`config.mk`:
```
export PLATFORM = sky130hd
export DESIGN_NAME = pipeline_ctrl_flat
export DESIGN_NICKNAME = d
export VERILOG_FILES = /design/src/rtl/pipeline_ctrl_if.sv /design/src/rtl/pipeline_ctrl.sv /design/src/flat_wrapper.sv
export SDC_FILE = /design/constraint.sdc
export NUM_CORES = 1
export LEC_CHECK = 0
export BUFFER_PORTS_ARGS = -buffer_cell sky130_fd_sc_hd__buf_2
export CAP_MARGIN = 20
export CORE_AREA = 2 2 39 41
export CTS_CLUSTER_SIZE = 25
export DETAILED_ROUTE_END_ITERATION = 10
export DIE_AREA = 0 0 41 43
export PLACE_DENSITY = 0.71
export SLEW_MARGIN = 20
export SYNTH_ARGS = -nofsm -noshare
export SYNTH_HDL_FRONTEND = slang
export SYNTH_SLANG_ARGS = --single-unit
```
`constraint.sdc`:
```
create_clock -name clk -period 3.05 [get_ports clk]
set_clock_uncertainty 0.1 [all_clocks]
set_input_delay 0.1525 -clock clk [delete_from_list [all_inputs] [get_ports clk]]
set_output_delay 0.1525 -clock clk [all_outputs]
set_load 0.02 [all_outputs]
```
`src/rtl/pipeline_ctrl_if.sv`:
```
`default_nettype none
// ============================================================================
// Module      : pipeline_ctrl_if
// Description : Bundles the decode/memory handshake and the stall/flush
//               controls exchanged between the pipeline and pipeline_ctrl.
//               master : pipeline side (drives op/op_valid/mem_ready/resume)
//               slave  : controller side (drives stall/stall_pm/pc_en/flush/
//                        halted and, with STALL_CNT_EN, stall_cnt)
//               Optional feature macro: STALL_CNT_EN adds stall_cnt[15:0].
// Revision    : 1.0 - initial release
// ============================================================================
interface pipeline_ctrl_if;
    logic [5:0]  op;         // opcode currently in decode
    logic        op_valid;   // op is a real instruction, not a bubble
    logic        mem_ready;  // outstanding load has completed
    logic        resume;     // one-cycle pulse that releases HALT
    logic        stall;      // freeze PC/IF/ID this cycle
    logic        stall_pm;   // stall delayed one cycle for program memory
    logic        pc_en;      // inverse of stall
    logic        flush;      // squash wrong-path fetch
    logic        halted;     // registered HALT indicator
`ifdef STALL_CNT_EN
    logic [15:0] stall_cnt;  // saturating count of stalled cycles

    modport master (
        output op, op_valid, mem_ready, resume,
        input  stall, stall_pm, pc_en, flush, halted, stall_cnt
    );
    modport slave (
        input  op, op_valid, mem_ready, resume,
        output stall, stall_pm, pc_en, flush, halted, stall_cnt
    );
`else
    modport master (
        output op, op_valid, mem_ready, resume,
        input  stall, stall_pm, pc_en, flush, halted
    );
    modport slave (
        input  op, op_valid, mem_ready, resume,
        output stall, stall_pm, pc_en, flush, halted
    );
`endif
endinterface
`default_nettype wire

```
`src/rtl/pipeline_ctrl.sv`:
```
`default_nettype none
// ============================================================================
// Module      : pipeline_ctrl
// Description : Pipeline hazard controller. Decodes the op in decode and
//               stalls the front end for loads (until mem_ready), jumps
//               (JMP_FLUSH cycles with flush) and HLT (until resume).
// Ports       : clk    - system clock, rising edge
//               reset  - asynchronous, active-low reset
//               bus    - pipeline_ctrl_if.slave (op, op_valid, mem_ready,
//                        resume in; stall, stall_pm, pc_en, flush, halted
//                        out; stall_cnt out when STALL_CNT_EN is defined)
// Parameters  : JMP_FLUSH - total jump stall cycles incl. detect, 1..7
// Macro       : STALL_CNT_EN - adds the saturating stall_cnt[15:0] output
// Revision    : 1.0 - initial release
// ============================================================================
module pipeline_ctrl #(
    parameter int JMP_FLUSH = 2
) (
    input  wire logic      clk,
    input  wire logic      reset,
    pipeline_ctrl_if.slave bus
);

    typedef enum logic [1:0] {
        RUN       = 2'd0,
        LOAD_WAIT = 2'd1,
        JFLUSH    = 2'd2,
        HALT      = 2'd3
    } state_t;

    localparam logic [5:0] C_OP_HLT  = 6'h11;
    localparam logic [5:0] C_OP_LOAD = 6'h14;
    // Detect cycle and the final JFLUSH cycle both count toward JMP_FLUSH,
    // so the counter starts at JMP_FLUSH-2 (unused when JMP_FLUSH is 1).
    localparam int         C_JMP_INIT = (JMP_FLUSH >= 2) ? (JMP_FLUSH - 2) : 0;
    localparam logic [2:0] C_JCNT_INIT = 3'(C_JMP_INIT);

    state_t     r_state;
    state_t     w_next_state;
    logic [2:0] r_jcnt;
    logic [2:0] w_jcnt_next;
    logic       r_stall_pm;
    logic       r_halted;
    logic       w_stall;
    logic       w_flush;

    logic       w_is_hlt;
    logic       w_is_load;
    logic       w_is_jump;

    assign w_is_hlt  = bus.op_valid && (bus.op == C_OP_HLT);
    assign w_is_load = bus.op_valid && (bus.op == C_OP_LOAD);
    assign w_is_jump = bus.op_valid && (bus.op[5:2] == 4'b0111);

    // ------------------------------------------------------------------
    // State register
    // ------------------------------------------------------------------
    always_ff @(posedge clk or negedge reset) begin
        if (!reset) begin
            r_state    <= RUN;
            r_jcnt     <= 3'd0;
            r_stall_pm <= 1'b0;
            r_halted   <= 1'b0;
        end else begin
            r_state    <= w_next_state;
            r_jcnt     <= w_jcnt_next;
            r_stall_pm <= w_stall;
            r_halted   <= (w_next_state == HALT);
        end
    end

    // ------------------------------------------------------------------
    // Next-state and combinational outputs
    // ------------------------------------------------------------------
    always_comb begin
        w_next_state = r_state;
        w_jcnt_next  = r_jcnt;
        w_stall      = 1'b0;
        w_flush      = 1'b0;

        case (r_state)
            RUN: begin
                if (w_is_load) begin
                    // mem_ready is not looked at here: a load always costs
                    // at least this one cycle.
                    w_stall      = 1'b1;
                    w_next_state = LOAD_WAIT;
                end else if (w_is_jump) begin
                    w_stall = 1'b1;
                    w_flush = 1'b1;
                    if (JMP_FLUSH == 1) begin
                        w_next_state = RUN;
                    end else begin
                        w_next_state = JFLUSH;
                        w_jcnt_next  = C_JCNT_INIT;
                    end
                end else if (w_is_hlt) begin
                    w_stall      = 1'b1;
                    w_next_state = HALT;
                end
            end

            LOAD_WAIT: begin
                w_stall = ~bus.mem_ready;
                if (bus.mem_ready) begin
                    w_next_state = RUN;
                end
            end

            JFLUSH: begin
                w_stall = 1'b1;
                w_flush = 1'b1;
                if (r_jcnt == 3'd0) begin
                    w_next_state = RUN;
                end else begin
                    w_jcnt_next = r_jcnt - 3'd1;
                end
            end

            HALT: begin
                w_stall = ~bus.resume;
                if (bus.resume) begin
                    w_next_state = RUN;
                end
            end

            default: begin
                w_next_state = RUN;
            end
        endcase

        // While held in reset the front end must run freely whatever op is
        // sitting in decode.
        if (!reset) begin
            w_stall = 1'b0;
            w_flush = 1'b0;
        end
    end

    assign bus.stall    = w_stall;
    assign bus.flush    = w_flush;
    assign bus.pc_en    = ~w_stall;
    assign bus.stall_pm = r_stall_pm;
    assign bus.halted   = r_halted;

`ifdef STALL_CNT_EN
    logic [15:0] r_stall_cnt;

    always_ff @(posedge clk or negedge reset) begin
        if (!reset) begin
            r_stall_cnt <= 16'd0;
        end else if (w_stall && (r_stall_cnt != 16'hFFFF)) begin
            r_stall_cnt <= r_stall_cnt + 16'd1;
        end
    end

    assign bus.stall_cnt = r_stall_cnt;
`endif

endmodule
`default_nettype wire

```
`src/flat_wrapper.sv`:
```
// flat-port wrapper written by rule: the top's interface ports become plain ports
module pipeline_ctrl_flat 
#(
    parameter int JMP_FLUSH = 2
)
  (clk, reset, bus_op, bus_op_valid, bus_mem_ready, bus_resume, bus_stall, bus_stall_pm, bus_pc_en, bus_flush, bus_halted);
  pipeline_ctrl_if bus_i ();
  input  wire logic clk;
  input  wire logic reset;
  input wire logic [$bits(bus_i.op)-1:0] bus_op;
  input wire logic [$bits(bus_i.op_valid)-1:0] bus_op_valid;
  input wire logic [$bits(bus_i.mem_ready)-1:0] bus_mem_ready;
  input wire logic [$bits(bus_i.resume)-1:0] bus_resume;
  output wire logic [$bits(bus_i.stall)-1:0] bus_stall;
  output wire logic [$bits(bus_i.stall_pm)-1:0] bus_stall_pm;
  output wire logic [$bits(bus_i.pc_en)-1:0] bus_pc_en;
  output wire logic [$bits(bus_i.flush)-1:0] bus_flush;
  output wire logic [$bits(bus_i.halted)-1:0] bus_halted;
  assign bus_i.op = bus_op;
  assign bus_i.op_valid = bus_op_valid;
  assign bus_i.mem_ready = bus_mem_ready;
  assign bus_i.resume = bus_resume;
  assign bus_stall = bus_i.stall;
  assign bus_stall_pm = bus_i.stall_pm;
  assign bus_pc_en = bus_i.pc_en;
  assign bus_flush = bus_i.flush;
  assign bus_halted = bus_i.halted;
  pipeline_ctrl #(.JMP_FLUSH(JMP_FLUSH)) u_core (.clk(clk), .reset(reset), .bus(bus_i));
endmodule
```
# Word level (Yosys, flattened, before mapping)
# Cells that the tools add are included.
[classes]
n_eq_ne = 10
n_bitwise = 3
muxes = 20
reduce_logical = 7
n_addsub = 1
[op_table]
columns = ["op", "n"]
rows = [
  ["$eq 6x5->1 const B", 2],
  ["$mux 2", 6],
  ["$mux 3", 3],
  ["$pmux 2 s4", 1],
  ["$mux 1", 7],
  ["$eq 2x2->1 const B", 3],
  ["$pmux 3 s2", 1],
  ["$eq 4x3->1 const B", 1],
  ["$ne 2x2->1 const B", 2],
  ["$pmux 1 s4", 1],
  ["$reduce_and 4->1", 1],
  ["$logic_and 1x1->1", 3],
  ["$logic_not 3->1", 1],
  ["$not 1->1", 3],
  ["$sub 3x1->3 const B", 1],
  ["$eq 2x1->1 const B", 1],
  ["$logic_not 2->1", 1],
  ["$ne 2x1->1 const B", 1],
  ["$pmux 1 s2", 1],
  ["$reduce_bool 2->1", 1],
]
[word_totals]
inputBits = 11
wordCells = 45
ff_bits = 7
out_inout_bits = 5

# Longest topological paths before layout
[logic_depth]
depth_word = 8
depth_mapped = 6
ltp_nobuf = 6

# Worst setup path after synthesis
# Ideal clock, no wire load.
[synth_timing]
path_type = "register to output"
start = "register u_core.r_state[0]"
end = "output bus_pc_en"
path_stages_with_launch = 3
t_arrival_ns = 1.535
t_required_ns = 2.797
path_slack_ns = 1.262
path_buffers = 0
cell_sequence = "dfrtp_1 > or2_2 > o311ai_0"
[synth_via]
elab_chain_len = 4
word_cells_on_any_way = 7
cone_classes = "3 x eq/ne; 2 x mux; 1 x bitwise; 1 x reduce/logical"
[synth_lines]
columns = ["item", "line_no", "rtl"]
rows = [
  ["from (decl)", "pipeline_ctrl.sv:38", "state_t r_state;"],
  ["from (signal assigned)", "pipeline_ctrl.sv:65", "r_state <= w_next_state;"],
  ["$eq 2x2->1, or another cell as far along", "pipeline_ctrl.sv:81", "case (r_state)"],
  ["$pmux 1 s4 *", "pipeline_ctrl.sv:81", ""],
  ["$mux 1 *", "pipeline_ctrl.sv:134", "if (!reset) begin"],
  ["$not 1->1 *", "pipeline_ctrl.sv:142", "assign bus.pc_en = ~w_stall;"],
  ["to (decl)", "flat_wrapper.sv:16", "output wire logic [$bits(bus_i.pc_en)-1:0] bus_pc_en;"],
]
# Mark *: on every way between the ends. The rest lies on a longest branch, timed or not.

# Worst setup path after layout
# Ends and elaborated chain as after synthesis.

==> metrics.yaml <==
clock_latency_ns: 0.25
drtAntennaViolNets: 0
cp-start-kind: "flip-flop"
hold_class: "primary input to flip-flop"
fin_crit_ns: 1.89
wl_met3_um: 29
ys_seq_area_frac: 0.360
grt_usage: 0.144
drv_slew: 0
syn_area_um2: 487
critPathMaxStageDelay_ns: 0.49
place.port_buffers: 15
fillers: 141
synth.avg_cell_area_um2: 9.01
hold-path-cell-count: 4
cts_sinks: 7
worstMarginPinSlew_ns: 0.348
synthMuxAreaShare: 0.0411
max_freq_ghz: 0.529
routed_via_density: 5.14
r2r_slack_ns: 1.43
cts.clk_slew.worst_paths_ns: 0.05
peakVddDrop_mv: 0.217
cts_repair_resize_count: 0
hold_viol_final: 0
yosys_warnings: 0
htreeDepth: 1
nets: 86
path_cells: "or2_2 -> o311ai_0 -> buf_2"
clockRootBuffer: "clkbuf_4"
firstDrtPassIters: 4
r2r_end: "u_core.r_jcnt[0]"
synth_async_sr_flop_share: 1.00
layout_setup_ws_ns: 1.16
grt_max_degree: 12
die_x_um: 41
n_antenna_cell: 0
cpLargestDelayFamily: "flip-flops"
synth-xor-area-share: 0.0180
clk_path_buf_depth: 2
io-pin-count: 16
r2r_cells: 6
netlist_instances: 54
outcome: "finished clean"
finalCritPeriodShare: 0.620
drt-total-wl_um: 960
synth_area_leaders: "dfrtp_1 (36%), nand2_1 (5.4%), o311ai_0 (5.4%)"
row_count: 14
fp.dieH_um: 43
worstPathArrival_ns: 1.64
rsz0062_at_grt: "no"
ys_ff_latch: 7
synth_top_family_by_area: "simple AND/OR/NAND/NOR gates"
yosys.area_share.simple: 0.267
p_leak_uw: 0.000301
synth_ff_type: "dfrtp_1"
wl_met1_um: 440
rr_startpoint: "u_core.r_jcnt[0]"
hold_path_end: "u_core.r_state[1]"
worst-setup-path-type: "flip-flop to primary output"
dp_hpwl_um: 752
grt_antenna_before_repair: 0
synth_fa_ha_area_frac: 0.0514
synth_compound_area_frac: 0.211
relSlewSlack: 0.765
grt_overflow: 0
setup-violations-final: 0
path_buf_inv: 1
routedWlPerCell_um: 10.9
initial_utilization: 0.352
finish.utilization: 0.439
drc: 0
cts_tree: "built"
area_growth_pct: 24.9
drv_cap: 0
synth_top_area_frac: 0.360
p_per_area_nw_per_um2: 646
num_vias: 452
required_ns: 2.80
grt_pass1_vias: 418
drtIter0Drc: 9
setup_tns_ns: 0
crit_slowest_cell: "dfrtp_1"
dieArea_um2: 1760
endpoint_kind: "primary output"
synth_fp_nets: 67
worstPathMaxFanout: 11
core_um2: 1380
min_from: "bus_resume"
synth_top_cell_by_area: "dfrtp_1"
cts_made_buffers: 3
grt_pass1_wl_mm: 1.65
synth_edf_count: 0
drive_above_1_share: 0.306
synthDistinctLibCells: 26
wl_met2_um: 490
place_ws_ns: 1.43
gp_congestion: 0.746
dr.max_layer_used: "met3"
[flip-flops by register name, summed over array words and instances (netlist names)]
register and cells:
u_core.bus.halted 1, u_core.bus.stall_pm 1, u_core.r_jcnt 3, u_core.r_state 2
[worst reg2reg max path: stages (launching register included)]
cell and delay, ns:
dfrtp_1 0.38, inv_1 0.07, ha_1 0.19, ha_1 0.25, and2_1 0.16, o21ai_0 0.16
o311ai_0 0.16
[power by group]
group	total (µW)	switching [µW]	internal, µW
logic	161	85.1	76.0
clock network	86.3	36.2	50.1
registers	145	26.8	118
total	393	148	244
[synthesized netlist by cell type (2+ instances only)]
cell type  number
mux2i_1         2
and2_1          3
inv_1           4
and2_4          2
nand2_1         7
o311ai_0        3
ha_1            2
o21ai_0         3
dfrtp_1         7
buf_2           2
nor3_1          3
nor2_1          2
[metrics by stage]
| step | instance area (µm²) | hold WS (ns) | instances | power, µW |
|---|---|---|---|---|
| after CTS | 608 | 0.117 | 88 | 400 |
| after floorplan | 487 | -0.243 | 54 | 268 |
| after global routing | 608 | 0.177 | 88 | 433 |
| final | 608 | 0.136 | 88 | 393 |
| after detailed placement | 572 | -0.0841 | 83 | 307 |
| after global placement | 572 | -0.0840 | 83 | 304 |
[logic make-up (layout without fill, tap and decap cells)]
group	after synthesis	count (layout)
AND/OR/NAND/NOR	23	23
AO/OA/AOI/OAI	13	13
flip-flops	7	7
buffers and inverters	6	24
adder cells (fa/ha/maj)	2	2
multiplexers	2	2
XOR/XNOR	1	1
[cell type report]
class | count | area (µm²) | area share
clock buffer | 4 | 26.3 | 0.0432
inverter | 4 | 15.0 | 0.0247
multi-input combinational | 41 | 287 | 0.471
sequential | 7 | 175 | 0.288
tap | 16 | 20.0 | 0.0329
timing repair buffer | 16 | 85.1 | 0.140
[layout by cell type, fill, tap and decap left out, drive strengths merged]
master / count
nand2: 7
nand2b: 1
ha: 2
nor2: 2
nand4: 1
nor3: 3
xor2: 1
nor4b: 1
or2: 1
o211a: 1
and2: 5
dfrtp: 7
mux2i: 2
o22a: 1
dlygate4sd3: 1
o21ai: 3
a22oi: 1
and3b: 1
or3b: 1
a21oi: 1
o311a: 1
clkbuf: 4
inv: 4
buf: 15
o311ai: 4
o211ai: 1
[worst max path at each step]
| stage | to | from | depth (start not counted) |
|---|---|---|---|
| floorplan | bus_pc_en | u_core.r_state[0] | 2 |
| finish | bus_pc_en | u_core.r_state[0] | 3 |
| CTS | bus_pc_en | u_core.r_state[0] | 3 |
| global route | bus_pc_en | u_core.r_state[0] | 3 |
| detailed placement | bus_stall | u_core.r_state[0] | 3 |
| global placement | bus_pc_en | u_core.r_state[0] | 3 |
[routing by layer]
layer	vias to the layer above	track usage
met5	-	0
met4	0	0.140
met3	0	0.0157
met2	11	0.184
met1	207	0.194
li1	234	-
[timing repair]
item | 4_1_cts | 5_1_grt
hold buffers | 1 | 0
endpoints found under the hold margin | 7 | 0
setup buffers | 0 | 0
(Power assumes the default switching activity.)
